### config.mk
export PLATFORM = sky130hd
export DESIGN_NAME = line_feeder_nx2d
export DESIGN_NICKNAME = d
export VERILOG_FILES = /design/src/rtl/line_feeder_nx2d.sv
export SDC_FILE = /design/constraint.sdc
export NUM_CORES = 1
export LEC_CHECK = 0
export ABC_AREA = 1
export CAP_MARGIN = 20
export CORE_UTILIZATION = 42
export CTS_CLUSTER_DIAMETER = 200
export CTS_CLUSTER_SIZE = 25
export DETAILED_ROUTE_END_ITERATION = 10
export GPL_TIMING_DRIVEN = 0
export PLACE_DENSITY_LB_ADDON = 0.3
export SETUP_SLACK_MARGIN = 0.5
export SYNTH_ARGS = -nofsm -noshare
export SYNTH_HDL_FRONTEND = slang
export SYNTH_SLANG_ARGS = --single-unit
### constraint.sdc
create_clock -name clk -period 3.3 [get_ports clk]
set_clock_uncertainty 0.2 [all_clocks]
set_input_delay 0.66 -clock clk [delete_from_list [all_inputs] [get_ports clk]]
set_output_delay 0.66 -clock clk [all_outputs]
set_load 0.01 [all_outputs]
### src/rtl/line_feeder_nx2d.sv
`timescale 1ns/1ps
// Column-major strip reader that feeds an N-channel line buffer bank and flags full windows.
// Optional feature macro: LINE_FEEDER_STALL_CNT_EN adds a saturating pause-cycle counter (stall_cnt).
module line_feeder_nx2d #(
  parameter int filterSize     = 5,
  parameter int NoOfChannels   = 4,
  parameter int filterBitWidth = 12,
  parameter int IMG_W          = 64,
  parameter int IMG_H          = 64,
  parameter int ADDR_W         = 16
) (
  input  logic                                          clk,
  input  logic                                          rst,
  input  logic                                          start,
  input  logic                                          pause,
  output logic                                          mem_rd_en,
  output logic [ADDR_W-1:0]                             mem_addr,
  input  logic [NoOfChannels*filterBitWidth-1:0]        mem_rdata,
  output logic                                          buf_en,
  output logic signed [NoOfChannels*filterBitWidth-1:0] buf_d,
  output logic                                          win_valid,
  output logic [$clog2(IMG_H)-1:0]                      win_row,
  output logic [$clog2(IMG_W)-1:0]                      win_col,
  output logic                                          busy,
  output logic                                          done
`ifdef LINE_FEEDER_STALL_CNT_EN
  ,
  output logic [15:0]                                   stall_cnt
`endif
);

  localparam int KW = (filterSize > 1) ? $clog2(filterSize) : 1;
  localparam int CW = $clog2(IMG_W);
  localparam int RW = $clog2(IMG_H);

  localparam logic [KW-1:0] K_LAST    = KW'(filterSize - 1);
  localparam logic [CW-1:0] C_LAST    = CW'(IMG_W - 1);
  localparam logic [RW-1:0] R_LAST    = RW'(IMG_H - filterSize);
  localparam logic [CW-1:0] C_WIN_MIN = CW'(filterSize - 1);

  typedef enum logic [1:0] {
    S_IDLE,
    S_RUN,
    S_DRAIN,
    S_DONE
  } state_e;

  state_e        state_q, state_d;
  logic [KW-1:0] k_q, k_d;
  logic [CW-1:0] c_q, c_d;
  logic [RW-1:0] r_q, r_d;
  logic          rd_en;

  logic          buf_en_q;
  logic          rd_win_q;
  logic [RW-1:0] tag_r_q;
  logic [CW-1:0] tag_c_q;
  logic          win_valid_q;
  logic [RW-1:0] win_row_q;
  logic [CW-1:0] win_col_q;

  // NOTE: every signal driven here gets a default first, so no path leaves it unassigned (no latch).
  always_comb begin
    state_d = state_q;
    k_d     = k_q;
    c_d     = c_q;
    r_d     = r_q;
    rd_en   = 1'b0;
    unique case (state_q)
      S_IDLE: begin
        if (start) begin
          state_d = S_RUN;
          k_d     = '0;
          c_d     = '0;
          r_d     = '0;
        end
      end
      S_RUN: begin
        if (!pause) begin
          rd_en = 1'b1;
          if (k_q == K_LAST) begin
            k_d = '0;
            if (c_q == C_LAST) begin
              c_d = '0;
              if (r_q == R_LAST) begin
                r_d     = '0;
                state_d = S_DRAIN;
              end else begin
                r_d = r_q + RW'(1);
              end
            end else begin
              c_d = c_q + CW'(1);
            end
          end else begin
            k_d = k_q + KW'(1);
          end
        end
      end
      S_DRAIN: state_d = S_DONE;
      S_DONE:  state_d = S_IDLE;
      default: state_d = S_IDLE;
    endcase
  end

  // NOTE: sequential state uses non-blocking assignments so all registers update from pre-edge values.
  always_ff @(posedge clk) begin
    if (rst) begin
      state_q     <= S_IDLE;
      k_q         <= '0;
      c_q         <= '0;
      r_q         <= '0;
      buf_en_q    <= 1'b0;
      rd_win_q    <= 1'b0;
      tag_r_q     <= '0;
      tag_c_q     <= '0;
      win_valid_q <= 1'b0;
      win_row_q   <= '0;
      win_col_q   <= '0;
    end else begin
      state_q     <= state_d;
      k_q         <= k_d;
      c_q         <= c_d;
      r_q         <= r_d;
      buf_en_q    <= rd_en;
      // Tag the read that completes a column of a window; it lands in the buffer next cycle.
      rd_win_q    <= rd_en && (k_q == K_LAST) && (c_q >= C_WIN_MIN);
      tag_r_q     <= r_q;
      tag_c_q     <= c_q;
      win_valid_q <= rd_win_q;
      if (rd_win_q) begin
        win_row_q <= tag_r_q;
        win_col_q <= tag_c_q - C_WIN_MIN;
      end
    end
  end

  assign mem_rd_en = rd_en;
  assign mem_addr  = (ADDR_W'(r_q) + ADDR_W'(k_q)) * ADDR_W'(IMG_W) + ADDR_W'(c_q);
  assign buf_en    = buf_en_q;
  assign buf_d     = buf_en_q ? mem_rdata : '0;
  assign win_valid = win_valid_q;
  assign win_row   = win_row_q;
  assign win_col   = win_col_q;
  assign busy      = (state_q != S_IDLE);
  assign done      = (state_q == S_DONE);

`ifdef LINE_FEEDER_STALL_CNT_EN
  logic [15:0] stall_q;

  always_ff @(posedge clk) begin
    if (rst) begin
      stall_q <= '0;
    end else if (state_q == S_IDLE && start) begin
      stall_q <= '0;
    end else if (state_q == S_RUN && pause && stall_q != 16'hFFFF) begin
      stall_q <= stall_q + 16'd1;
    end
  end

  assign stall_cnt = stall_q;
`endif

endmodule

==> key figures, run 1 <==
Power
  – Total power consumption of the routed design: 1.81 mW
  – Proportion of power drawn by flip-flops and latches: 34.2%
  – IR Drop Worst-Case VDD: 0.434 mV
  – Switching power: 0.660 mW
  – Power density over cell area: 451 nW/µm²
  – Switching Fraction: 36.5%
  – Relative contribution of combinational cells to total power: 42.5%
  – Leakage power summed over all cells: 2.09 nW
  – Clk pwr share: 23.4%
  – Internal: 1.15 mW

Global routing
  – First-pass GRT wire length: 11900 µm
  – Grt ovf: 0
  – GRT Overall Usage: 24.4%
  – Vias in the first global route: 2539
  – Largest net degree at the start of global routing: 16
  – Number of antenna violations at the first check in global routing: 0

Route
  – Iteration-0 DRC count of the detailed router: 130
  – Average vias per placed instance: 4.57
  – Residual DRC: 0
  – Aggregate routed wire length: 7350 µm
  – Average detailed-routed wire length per instance: 12.4 µm
  – Router iterations before antenna repair: 4
  – Number of routed nets with antenna violations: 0
  – Count of vias placed by the detailed router: 2702

CTS
  – Setup Fix Bufs, Post-CTS: 0
  – Register clock-pin slew on the reported worst setup and hold paths: 90 ps
  – Clock Sinks: 44
  – Clock insertion delay at the later pin of the skew report: 300 ps
  – Number of buffers on the longest clock path: 2
  – Total number of H-tree levels: 2
  – Clock buffers created by TritonCTS: 5
  – TritonCTS clock tree: built
  – Clock Root Buffer: clkbuf_8

Logic synthesis
  – Number of storage elements in the synthesis netlist: 44
  – Most frequent cell after synthesis: nand2_1
  – Number of warning messages in the yosys log: 0
  – Post-synth design cell area: 2470 µm²
  – Most used standard cells in the synthesized netlist: nand2_1 (94), inv_1 (81), nor2_1 (56), dfxtp_1 (44)
  – Library cell occupying the most area in the post-synthesis netlist: dfxtp_1
  – Synthesized netlist cell count: 380
  – Top-area cell type share of the netlist area: 35.7%
  – Biggest area contributors in the synthesized netlist: dfxtp_1 (36%), nand2_1 (14%), inv_1 (12%), nor2_1 (8.5%), ha_1 (6.6%)
  – Portion of the post-synthesis area used by sequential elements: 35.7%
  – Post-synthesis average cell area: 6.49 µm²
  – Share of flip-flops with an asynchronous set or reset after synthesis: 0%
  – Number of distinct library cell variants in the gate-level netlist after synthesis: 32
  – Post-synth EDFFs: 0
  – Ys flop type: dfxtp_1

Floorplanning
  – Horizontal die dimension: 78.6 µm
  – Initial cell density of the core: 44.3%
  – Die Ht: 78.6 µm
  – Row count: 27
  – Boundary Pins: 133
  – Die area: 6190 µm²
  – Core footprint: 5570 µm²

STA
  – F_max: 0.363 GHz
  – Worst slew margin: 62.7%
  – Time the final worst path needs with I/O delays and setup: 2750 ps
  – Actual transition at the worst max-transition pin: 560 ps
  – Max Transition Viols Final: 0
  – Period utilization: 83.4%
  – Hold violation total from the final report: 0
  – # setup viols final: 0
  – Total negative slack: 0 ps
  – Setup repair after global routing missed its margin: yes

Worst setup path
  – Sort of element at the start of the critical path: register
  – CP Capture Type: primary output
  – Launching instance or port of the critical path: k_q[2]
  – WP depth: 5
  – Terminus of the critical flop-to-flop path: r_q[3]
  – Timing endpoint of the critical path: mem_addr[9]
  – Top fanout value on the critical path: 5
  – Slowest stage cell on the critical path: clkdlybuf4s50_1
  – Number of buffers and inverters on the critical path: 1
  – Reg2reg path depth: 8
  – Startpoint-to-endpoint class of the critical path: register to primary output
  – Setup slack on the worst flop-to-flop path: 1430 ps
  – Worst flop-to-flop path startpoint: c_q[0]
  – Worst path top cell family by delay: buffers and inverters
  – Biggest cell delay along the critical path: 550 ps
  – Cell-by-cell trace of the critical path: ha_4 -> a21oi_1 -> nand2_1 -> xor2_1 -> clkdlybuf4s50_1
  – Endpoint required time on the critical path: 2440 ps
  – Critical Path AT: 1890 ps

Placement
  – I/O Buffers: 129
  – Placed instance count: 583
  – Weighted congestion reported at the end of routability-driven placement: 0.885
  – Post-DP HPWL: 5790 µm

Status
  – Outcome: complete, no violations

Final layout
  – Antenna Cells: 0
  – Share of final-layout standard cells stronger than drive strength 1: 7.32%
  – Area growth syn-to-layout: 62.5%
  – Final net count: 584
  – Fillers: 467
  – Area occupied by multi-input gates: 1230 µm²
  – Sequential standard cell area: 891 µm²
  – Count of non-filler cells in the finished layout: 591

Flow run
  – Reported max-cap violation count: 0

Min path
  – Type of the worst min-delay path: register to register
layout by cell type, fill, tap and decap left out, types with 3 or more instances in the layout:
cell type	n
a21oi_1	12
buf_4	3
clkbuf_1	6
clkbuf_8	5
clkdlybuf4s50_1	124
conb_1	3
dfxtp_1	38
dfxtp_2	5
ha_1	11
inv_1	81
nand2_1	94
nand3_1	15
nand4_1	5
nor2_1	56
o21ai_0	15
o21ai_1	4
xor2_1	6
metal layers:
layer  share of wire [%]  global-route usage, %  vias up
met1                  41                   27.7     1191
met3                 6.6                   5.12       16
met4                 1.8                   9.44        0
met2                  50                   44.3       95
li1                    -                      -     1400
met5                   0                      0        -
flip-flops by register name, summed over array words and instances (netlist names):
| signal | cells |
|---|---|
| tag_c_q | 6 |
| k_q | 3 |
| win_row | 6 |
| tag_r_q | 6 |
| r_q | 6 |
| c_q | 6 |
| buf_en | 1 |
| win_valid | 1 |
| win_col | 6 |
| state_q | 2 |
| rd_win_q | 1 |
metrics by stage:
step / hold WS, ps / setup slack (ps) / cell area [µm²] / util [%]
5_1_grt: 296 / 448 / 4010 / 71.9
3_3_place_gp: 240 / 439 / 3860 / 69.2
6_report: 263 / 547 / 4010 / 71.9
2_1_floorplan: 231 / 1040 / 2470 / -
3_5_place_dp: 244 / 452 / 3860 / 69.2
4_1_cts: 266 / 405 / 3990 / 71.6
what timing repair did:
item	CTS	global route
setup endpoints to repair	25	10
resized for setup	13	11
hold buffers	0	0
cloned	0	0
power groups by stage:
stage	combinational, mW	sequential [mW]	clock, mW
floorplan	0.463	0.617	0
global placement	0.741	0.623	0
detailed placement	0.757	0.624	0
CTS	0.764	0.616	0.429
global route	0.855	0.623	0.450
finish	0.768	0.618	0.423
final cells by class:
cell class	count	area share, %
Tap cell	72	2.25
Sequential cell	44	22.2
Timing Repair Buffer	129	32.1
Clock inverter	3	1.15
Multi-Input combinational cell	240	30.6
Clock buffer	5	1.72
Inverter	84	7.87
Buffer	14	2.03
cells by family (layout without fill, tap and decap cells):
family	count (synthesis)	count (layout)	share of synthesized area, %
flops	44	44	35.7
fa+ha+maj	14	14	7.40
compound gates	36	36	8.16
other cells	1	3	0.152
buf+inv	98	235	15.7
xor+xnor	6	6	2.13
simple gates	181	181	30.7
worst register-to-register path, delay by kind of cell (launching register included):
| family | cells | cell delay, ps |
|---|---|---|
| AO/OA/AOI/OAI | 1 | 280 |
| AND/OR/NAND/NOR | 5 | 440 |
| flip-flops | 1 | 460 |
| buffers and inverters | 1 | 130 |
| adder cells (fa/ha/maj) | 1 | 260 |
worst min-delay path by stage:
stage,start,endpoint,slack (ps),cells past startpoint
6_report,tag_r_q[5],win_row[5],260,2
5_1_grt,tag_r_q[1],win_row[1],300,2
4_1_cts,tag_r_q[5],win_row[5],270,2
3_5_place_dp,tag_r_q[5],win_row[5],240,2
3_3_place_gp,tag_c_q[0],win_col[0],240,2
2_1_floorplan,tag_c_q[1],win_col[1],230,2
No activity file was read; power rests on OpenSTA's default activity.
==> run 2: changes to the inputs <==
- CORE_UTILIZATION: 42 -> 39
- clock period: 3.3 -> 2.77 ns (I/O delays scaled with it)
==> run 2 against run 1 <==
Net effect: sequential power up 19%; cell area up 1.2%; global-route usage down 1.5 points; critical path type unchanged; critical endpoint is now mem_addr[10]; largest cell class unchanged.
==> key figures, run 2 (synthesis gave the netlist of run 1 again) <==
STA
  – Period utilization: 92.4%
  – F_max: 0.391 GHz
  – Max Transition Viols Final: 0 (unchanged)
  – Time the final worst path needs with I/O delays and setup: 2560 ps
  – Actual transition at the worst max-transition pin: 565 ps (was 560 ps)
  – Hold violation total from the final report: 0 (unchanged)
  – Worst slew margin: 62.3% (was 62.7%)
  – Total negative slack: 0 ps (unchanged)
  – Setup repair after global routing missed its margin: yes (unchanged)
  – # setup viols final: 0 (unchanged)

Worst setup path
  – CP Capture Type: primary output (unchanged)
  – Endpoint required time on the critical path: 2020 ps (was 2440 ps)
  – Startpoint-to-endpoint class of the critical path: register to primary output (unchanged)
  – Number of buffers and inverters on the critical path: 1 (unchanged)
  – Top fanout value on the critical path: 4 (was 5)
  – Biggest cell delay along the critical path: 370 ps (was 550 ps)
  – Critical Path AT: 1810 ps (was 1890 ps)
  – Slowest stage cell on the critical path: fa_2 (was clkdlybuf4s50_1)
  – Worst path top cell family by delay: adder cells (was buffers and inverters)
  – Cell-by-cell trace of the critical path: ha_4 -> fa_2 -> a21oi_2 -> or2_4 -> xor2_1 -> buf_2 (was ha_4 -> a21oi_1 -> nand2_1 -> xor2_1 -> clkdlybuf4s50_1)
  – Sort of element at the start of the critical path: register (unchanged)

Route
  – Number of routed nets with antenna violations: 0 (unchanged)
  – Average detailed-routed wire length per instance: 12.4 µm (about the same)
  – Count of vias placed by the detailed router: 2754 (was 2702)
  – Iteration-0 DRC count of the detailed router: 117 (was 130)
  – Residual DRC: 0 (unchanged)
  – Average vias per placed instance: 4.57 (about the same)
  – Router iterations before antenna repair: 4 (unchanged)
  – Aggregate routed wire length: 7450 µm (was 7350 µm)

Final layout
  – Area growth syn-to-layout: 64.4% (was 62.5%)
  – Final net count: 592 (was 584)
  – Leading cell type in the layout, fill and taps excluded: nand2_1 (was clkdlybuf4s50_1)
  – Post-layout utilization of the core: 67.3% (was 71.9%)
  – Area occupied by multi-input gates: 1270 µm² (was 1230 µm²)
  – Sequential standard cell area: 901 µm² (was 891 µm²)
  – Commonest non-fill, non-tap cells in the layout: nand2_1 (92), inv_1 (81), clkdlybuf4s50_1 (73) (was clkdlybuf4s50_1 (124), nand2_1 (94), inv_1 (81))
  – Share of final-layout standard cells stronger than drive strength 1: 11.6% (was 7.32%)
  – Layout Cell Area excl Fill: 4060 µm² (was 4010 µm²)
  – Fillers: 538 (was 467)
  – Antenna Cells: 0 (unchanged)

CTS
  – Total number of H-tree levels: 2 (unchanged)
  – Register clock-pin slew on the reported worst setup and hold paths: 90 ps (about the same)
  – Clock buffers created by TritonCTS: 5 (unchanged)
  – TritonCTS clock tree: built (unchanged)
  – Number of buffers on the longest clock path: 2 (unchanged)
  – Clock Sinks: 44 (unchanged)
  – Clock insertion delay at the later pin of the skew report: 300 ps (about the same)
  – Clock Root Buffer: clkbuf_8 (unchanged)

Min path
  – Type of the worst min-delay path: register to register (unchanged)

Floorplanning
  – Die Ht: 81.5 µm (was 78.6 µm)
  – Core footprint: 6030 µm² (was 5570 µm²)
  – Die area: 6650 µm² (was 6190 µm²)
  – Boundary Pins: 133 (unchanged)
  – Horizontal die dimension: 81.5 µm (was 78.6 µm)
  – Initial cell density of the core: 40.9% (was 44.3%)
  – Row count: 28 (was 27)

Power
  – IR Drop Worst-Case VDD: 0.414 mV (was 0.434 mV)
  – Power density over cell area: 531 nW/µm² (was 451 nW/µm²)
  – Leakage power summed over all cells: 2.35 nW (was 2.09 nW)

Placement
  – Cell Area, Placed: 3860 µm² (about the same)
  – I/O Buffers: 129 (unchanged)
  – Weighted congestion reported at the end of routability-driven placement: 0.935 (was 0.885)
  – Post-DP HPWL: 5610 µm (was 5790 µm)

Global routing
  – Grt ovf: 0 (unchanged)
  – Number of antenna violations at the first check in global routing: 0 (unchanged)
  – Largest net degree at the start of global routing: 16 (unchanged)
  – Vias in the first global route: 2573 (was 2539)
  – GRT Overall Usage: 22.9% (was 24.4%)
  – First-pass GRT wire length: 11600 µm (was 11900 µm)

Status
  – Outcome: complete, no violations (unchanged)

Flow run
  – Reported max-cap violation count: 0 (unchanged)
run 2: cell count changes in the layout (fill, tap and decap cells not counted), moves of 3 or more:
cell             change
dlygate4sd2_1       +48
clkdlybuf4s50_1     -51
buf_4                +8
buf_2                +6
dfxtp_4              +3
run 2: final timing paths:
| kind | start | to | slack (ps) | depth (start not counted) |
|---|---|---|---|---|
| min | tag_r_q[3] | win_row[3] | 260 | 2 |
| min reg2reg | tag_r_q[3] | win_row[3] | 260 | 2 |
| max reg2reg | state_q[1] | r_q[1] | 860 | 10 |
| max | r_q[0] | mem_addr[10] | 210 | 6 |
run 2: layout make-up:
type	instances	area share, %
Multi-Input combinational cell	240	31.3
Clock inverter	3	1.14
Inverter	84	7.78
Sequential cell	44	22.2
Timing Repair Buffer	137	31.0
Buffer	14	2.53
Clock buffer	5	1.70
Tap cell	75	2.31
run 2: worst reg2reg max path, stage by stage (launching register included):
cell     delay (ps)
dfxtp_1         370
inv_1           100
ha_4            180
buf_4           160
nand2_1          90
nand2_1         130
nor2_4          170
buf_6           160
nor2_1           50
o21ai_1         140
nand2_1          60
run 2: layer usage:
| metal | vias to the layer above | share of wire [%] | GRT usage (%) |
|---|---|---|---|
| met2 | 119 | 50 | 44.8 |
| met5 | - | 0 | 0 |
| li1 | 1416 | - | - |
| met4 | 0 | 2.1 | 6.61 |
| met3 | 20 | 9.3 | 5.67 |
| met1 | 1199 | 38 | 23.7 |
run 2: repair_timing:
action,CTS,global route
hold buffers,0,0
pin swaps,4,8
endpoints found under the setup margin,56,6
setup buffers,6,2
gates resized for setup,106,4
run 2: where the power goes:
group          switching, mW  leakage, nW  internal (mW)  total [mW]
sequential            0.0506        0.361          0.688       0.738
combinational          0.518         1.94          0.393       0.911
clock                  0.231       0.0548          0.272       0.503
total                  0.800         2.35           1.35        2.15
run 2: through the flow:
stage | instances | worst slack, ps | total power, mW | hold WS [ps]
3_5_place_dp | 586 | 8.04 | 1.64 | 245
5_1_grt | 602 | 146 | 2.30 | 289
4_1_cts | 600 | 214 | 2.14 | 263
2_1_floorplan | 382 | 613 | 1.29 | 231
6_report | 602 | 210 | 2.15 | 259
3_3_place_gp | 586 | 10.3 | 1.63 | 242
